## config.mk

```make
export PLATFORM = sky130hd
export DESIGN_NAME = fetch_controller
export DESIGN_NICKNAME = d
export VERILOG_FILES = /design/src/rtl/fetch_controller.sv
export SDC_FILE = /design/constraint.sdc
export NUM_CORES = 1
export LEC_CHECK = 0
export ABC_AREA = 1
export BUFFER_PORTS_ARGS = -buffer_cell sky130_fd_sc_hd__buf_2
export CAP_MARGIN = 10
export CORE_MARGIN = 5
export CORE_UTILIZATION = 44
export CTS_BUF_LIST = sky130_fd_sc_hd__clkbuf_8 sky130_fd_sc_hd__clkbuf_16
export DETAILED_ROUTE_END_ITERATION = 10
export GPL_ROUTABILITY_DRIVEN = 0
export PLACE_DENSITY = 0.78
export SKIP_LAST_GASP = 1
export SLEW_MARGIN = 30
export SYNTH_ARGS = -nofsm -noshare
export SYNTH_HDL_FRONTEND = slang
export SYNTH_SLANG_ARGS = --single-unit
```

## constraint.sdc

```tcl
create_clock -name clk -period 1.6 [get_ports clk]
set_input_delay 0.24 -clock clk [delete_from_list [all_inputs] [get_ports clk]]
set_output_delay 0.24 -clock clk [all_outputs]
set_load 0.005 [all_outputs]
```

## src/rtl/fetch_controller.sv

```systemverilog
// fetch_controller: instruction fetch sequencer sitting between the program
// counter register, the instruction memory and the decode stage.
// One request outstanding at most, a one-cycle bubble between fetches, and
// redirects (branch/jump targets from execute) that can arrive at any time.
//
// Optional feature: define FETCH_CTRL_PERF_EN to build the fetch/stall
// performance counters; otherwise both counter ports read as zero.
module fetch_controller #(
  parameter int               WIDTH    = 32,
  parameter logic [WIDTH-1:0] RESET_PC = '0
) (
  input  logic             clk,
  input  logic             rst,
  input  logic [WIDTH-1:0] pc,
  output logic             pc_en,
  output logic [WIDTH-1:0] next_pc,
  input  logic             redirect_valid,
  input  logic [WIDTH-1:0] redirect_pc,
  input  logic             stall,
  output logic             imem_req,
  output logic [WIDTH-1:0] imem_addr,
  input  logic             imem_ack,
  input  logic [31:0]      imem_rdata,
  output logic             if_valid,
  output logic [WIDTH-1:0] if_pc,
  output logic [31:0]      if_instr,
  input  logic             if_ready,
  output logic [31:0]      perf_fetch_cnt,
  output logic [31:0]      perf_stall_cnt
);

  typedef enum logic [1:0] {
    START = 2'd0,
    FETCH = 2'd1,
    HOLD  = 2'd2
  } state_t;

  state_t           r_state;
  state_t           w_state_next;
  logic             r_if_valid;
  logic [WIDTH-1:0] r_if_pc;
  logic [31:0]      r_if_instr;
  logic             r_pending;
  logic [WIDTH-1:0] r_pending_pc;

  logic             w_if_valid_next;
  logic [WIDTH-1:0] w_if_pc_next;
  logic [31:0]      w_if_instr_next;
  logic             w_pending_next;
  logic [WIDTH-1:0] w_pending_pc_next;
  logic             w_pc_en;
  logic [WIDTH-1:0] w_next_pc;
  logic             w_imem_req;
  logic [WIDTH-1:0] w_imem_addr;
  logic [WIDTH-1:0] w_redirect_target;

  // Redirect targets are forced to word alignment.
  assign w_redirect_target = {redirect_pc[WIDTH-1:2], 2'b00};

  // Next-state and output decode; reset overrides everything so no output
  // (including the combinational PC load strobe) leaks while rst is low.
  always_comb begin
    w_state_next      = r_state;
    w_pc_en           = 1'b0;
    w_next_pc         = '0;
    w_imem_req        = 1'b0;
    w_imem_addr       = '0;
    w_if_valid_next   = r_if_valid;
    w_if_pc_next      = r_if_pc;
    w_if_instr_next   = r_if_instr;
    w_pending_next    = r_pending;
    w_pending_pc_next = r_pending_pc;

    case (r_state)
      START: begin
        w_pc_en         = 1'b1;
        w_next_pc       = redirect_valid ? w_redirect_target : RESET_PC;
        w_if_valid_next = 1'b0;
        w_state_next    = FETCH;
      end

      FETCH: begin
        w_imem_req  = 1'b1;
        w_imem_addr = pc;
        if (imem_ack) begin
          w_pc_en        = 1'b1;
          w_pending_next = 1'b0;
          if (redirect_valid) begin
            w_next_pc = w_redirect_target;
          end else if (r_pending) begin
            w_next_pc = r_pending_pc;
          end else begin
            w_next_pc       = pc + WIDTH'(4);
            w_if_valid_next = 1'b1;
            w_if_pc_next    = pc;
            w_if_instr_next = imem_rdata;
            w_state_next    = HOLD;
          end
        end else if (redirect_valid) begin
          w_pending_next    = 1'b1;
          w_pending_pc_next = w_redirect_target;
        end
      end

      HOLD: begin
        if (redirect_valid) begin
          w_pc_en         = 1'b1;
          w_next_pc       = w_redirect_target;
          w_if_valid_next = 1'b0;
          w_state_next    = FETCH;
        end else if (if_ready && !stall) begin
          w_if_valid_next = 1'b0;
          w_state_next    = FETCH;
        end
      end

      default: begin
        w_state_next = START;
      end
    endcase

    if (!rst) begin
      w_state_next      = START;
      w_pc_en           = 1'b0;
      w_next_pc         = '0;
      w_imem_req        = 1'b0;
      w_imem_addr       = '0;
      w_if_valid_next   = 1'b0;
      w_if_pc_next      = '0;
      w_if_instr_next   = '0;
      w_pending_next    = 1'b0;
      w_pending_pc_next = '0;
    end
  end

  // State, delivered-instruction and pending-redirect registers.
  always_ff @(posedge clk) begin
    if (!rst) begin
      r_state      <= START;
      r_if_valid   <= 1'b0;
      r_if_pc      <= '0;
      r_if_instr   <= '0;
      r_pending    <= 1'b0;
      r_pending_pc <= '0;
    end else begin
      r_state      <= w_state_next;
      r_if_valid   <= w_if_valid_next;
      r_if_pc      <= w_if_pc_next;
      r_if_instr   <= w_if_instr_next;
      r_pending    <= w_pending_next;
      r_pending_pc <= w_pending_pc_next;
    end
  end

  assign pc_en     = w_pc_en;
  assign next_pc   = w_next_pc;
  assign imem_req  = w_imem_req;
  assign imem_addr = w_imem_addr;
  assign if_valid  = r_if_valid;
  assign if_pc     = r_if_pc;
  assign if_instr  = r_if_instr;

`ifdef FETCH_CTRL_PERF_EN
  logic [31:0] r_perf_fetch_cnt;
  logic [31:0] r_perf_stall_cnt;

  // Count delivered instructions and cycles where decode holds a valid one.
  always_ff @(posedge clk) begin
    if (!rst) begin
      r_perf_fetch_cnt <= '0;
      r_perf_stall_cnt <= '0;
    end else begin
      if (r_if_valid && if_ready && !stall) begin
        r_perf_fetch_cnt <= r_perf_fetch_cnt + 32'd1;
      end
      if (r_if_valid && stall) begin
        r_perf_stall_cnt <= r_perf_stall_cnt + 32'd1;
      end
    end
  end

  assign perf_fetch_cnt = r_perf_fetch_cnt;
  assign perf_stall_cnt = r_perf_stall_cnt;
`else
  assign perf_fetch_cnt = '0;
  assign perf_stall_cnt = '0;
`endif

endmodule

```

==> summary.md <==
| Metric | Value |
|---|---|
| RSZ-0062 raised after global routing | true |
| FF+latch count, synth | 98 |
| Iteration-0 DRC count of the detailed router | 551 |
| Post-route cell area | 8315 sq um |
| Netlist cell types | 34 |
| Overall Global Routing Usage | 26.08% |
| Routed vias | 7089 |
| Yosys top cell area share | 33.50% |
| Slew @ Worst Pin | 0.8050 ns |
| Fin nets | 1335 |
| Register Area | 1973 sq um |
| Max-slew violation count | 0 |
| Fillers | 1238 |
| Share of layout cells above drive strength 1 | 33.14% |
| Largest area contributor in the netlist | dfxtp_1 |
| Synth warnings | 0 |
| Fmax | 507.7 MHz |
| Most numerous cell in the Yosys netlist | nor2_1 |
| Pleak | 0.004431 uW |
| Placement Cell Area | 7403 sq um |
| Drt wl/cell | 15.64 um |
| FP Rows | 42 |
| WL final | 22.13 mm |
| Critical-path maximum fanout | 3 |
| Grt ovf | 0 |
| Post-Syn Instances | 946 |
| Vias in the first global route | 6531 |
| Initial antenna violation count | 0 |
| Crit start category | flip-flop |
| Critical Path Max Stage Delay | 0.37 ns |
| HPWL after detailed placement | 16.09 mm |
| Max_cap viols | 0 |
| Hold WC Path Type | input port to flip-flop |
| Worst EP arrival | 1.73 ns |
| Die ar. | 15720 sq um |
| Worst vdd ir | 662.9 uV |
| Buf/Inv on CP | 4 |
| Port Buf Inserts | 230 |
| H-Tree Depth | 3 |
| # IOs | 297 |
| CTS buffer count | 9 |
| Critical Path RT | 1.36 ns |
| Avg Vias per Cell | 5.010 |
| Post-layout minimum cycle time | 1.970 ns |
| CP Launch Point | r_state[0] |
| Min-Delay Startpoint | imem_rdata[15] |
| Post-synth EDFFs | 0 |
| Clock-pin slew on the worst setup and hold paths | 0.07 ns |
| Headroom to the max-slew limit | 46.34% |
| Hold-fix buffers at CTS | 0 |
| Residual DRC | 0 |
| Clock buffer depth | 2 |
| Clk sinks | 98 |
| Critical-path top delay cell | dfxtp_4 |
| Status | finished with violations |
| Synth top area cells | dfxtp_1 33%, nor2_1 17%, nand2_1 11%, o21ai_0 11%, buf_4 8.3% |
| Seq/Total Area, Yosys | 33.50% |
| Worst-skew pair later-pin latency | 0.35 ns |
| WS Path Type | flip-flop to output pin |
| Worst hold slack | 0.1037 ns |
| TritonCTS clock tree | yes |
| Crit-path cells | inv_4, nor2_8, nand2_4, buf_6, clkinv_2, nand2_1, or3_1, a21oi_2, buf_2 |
| Main synth FF type | dfxtp_1 |
| P per Cell Area | 811.4 nW/um^2 |
| Worst Skew | 0.009052 ns |
| CP delay by family, top | simple AND/OR/NAND/NOR gates |
| Crit end category | output pin |
| P&R area growth vs syn | 41.98% |
| Root buf cell | clkbuf_16 |
| Die Span Y | 125.4 um |
| Launch point of the worst reg-to-reg path | r_state[0] |
| DIE WIDTH | 125.4 um |
| Drt pass-1 iters | 5 |
| Violated checks | setup timing |
| Endpoints failing setup | 68 |
| Async set-reset flop share out of synthesis | 0% |
| Largest net degree at the start of global routing | 93 |
| Cell Area, Synth | 5857 sq um |
| Mean Syn Cell Area | 6.191 sq um |
| First-pass GRT wire length | 33.15 mm |
| Post-route ant nets | 0 |
| Hold Vio Cnt, Final | 0 |
| Core Area | 13140 sq um |
| Crit share post-route | 123.1% |
| Final setup margin | -0.3695 ns |
| Synth top cells by count | 262 x nor2_1, 171 x nand2_1, 126 x o21ai_0, 98 x dfxtp_1, 65 x buf_4 |
| Starting Density | 44.58% |
| Multi-input gate area | 3458 sq um |
==> cell usage in the layout (no fill, tap or decap), drive strengths merged <==
master,count
inv,51
conb,64
nand3,27
nor2,269
o211ai,4
clkinvlp,1
diode,2
a21oi,64
clkinv,3
a211oi,1
xnor2,2
dfxtp,98
or3,1
ha,1
nand2,173
bufinv,1
a2111oi,1
o221ai,1
o2111ai,3
o21ai,131
nor3b,1
and2,2
nor3,2
clkbuf,13
buf,323
==> area by class of cell <==
| cell class | instances | share of cell area (%) |
|---|---|---|
| antenna | 2 | 0.06019 |
| clock buffer | 10 | 2.874 |
| clock inverter | 6 | 0.8577 |
| inverter | 50 | 2.453 |
| multi-input combinational | 747 | 41.59 |
| sequential | 98 | 23.73 |
| tap | 176 | 2.648 |
| timing repair buffer | 326 | 25.79 |
==> through the flow <==
step	std cells	setup WS, ns	power, uW	utilization [%]	setup TNS [ns]
finish	1415	-0.3695	6747	63.30	-18.14
global route	1413	-0.4505	7087	63.26	-28.87
CTS	1401	-0.3843	6584	60.18	-22.78
detailed placement	1377	-0.2873	4186	56.35	-8.905
global placement	1377	-0.2318	4164	56.35	-4.393
floorplan	1009	0.03560	3571	-	0
==> cell families after synthesis <==
group | Yosys count | share of synthesized area [%]
simple gates | 475 | 32.36
compound gates | 205 | 18.22
buf+inv | 164 | 15.34
flops | 98 | 33.50
xor+xnor | 2 | 0.2991
fa+ha+maj | 1 | 0.2136
other cells | 1 | 0.06403
==> sequential cells by signal, summed over array words and instances, names as in the netlist <==
name          flops
r_state           2
r_pending         1
if_valid          1
if_instr         32
r_pending_pc     30
if_pc            32
==> worst reg2reg max path, stage by stage (launching register included) <==
cell     delay (ns)
dfxtp_4        0.37
inv_4          0.05
nor2_8         0.09
nand2_4        0.08
buf_6          0.19
nor2_8         0.15
buf_12         0.16
buf_12         0.16
o21ai_0        0.09
a21oi_1        0.19
==> routing by layer <==
metal	global-route usage, %	part of all wire (%)	up-vias
met1	30.82	39	3219
met4	10.71	2.8	0
met2	44.86	49	357
met3	6.908	10	41
li1	-	-	3472
met5	0	0	-
==> final timing paths <==
check / endpoint / slack [ns] / cells past startpoint
max: next_pc[3] / -0.37 / 9
max reg2reg: if_pc[6] / 0 / 9
min reg2reg: if_pc[0] / 0.46 / 2
min: if_instr[15] / 0.10 / 3
==> what timing repair did <==
item | 4_1_cts | 5_1_grt
gates resized for setup | 20 | 83
endpoints found under the setup margin | 156 | 162
setup buffers | 5 | 10
cloned | 3 | 3
pin swaps | 1 | 10
==> report_power, final <==
part | leakage [uW] | switching, uW | total, uW | internal [uW]
combinational | 0.00348 | 1000 | 1780 | 773
clock | 0.000151 | 1030 | 2300 | 1280
sequential | 0.000800 | 78.2 | 2670 | 2590
total | 0.00443 | 2110 | 6750 | 4640
Power figures use the tool's default switching activity.
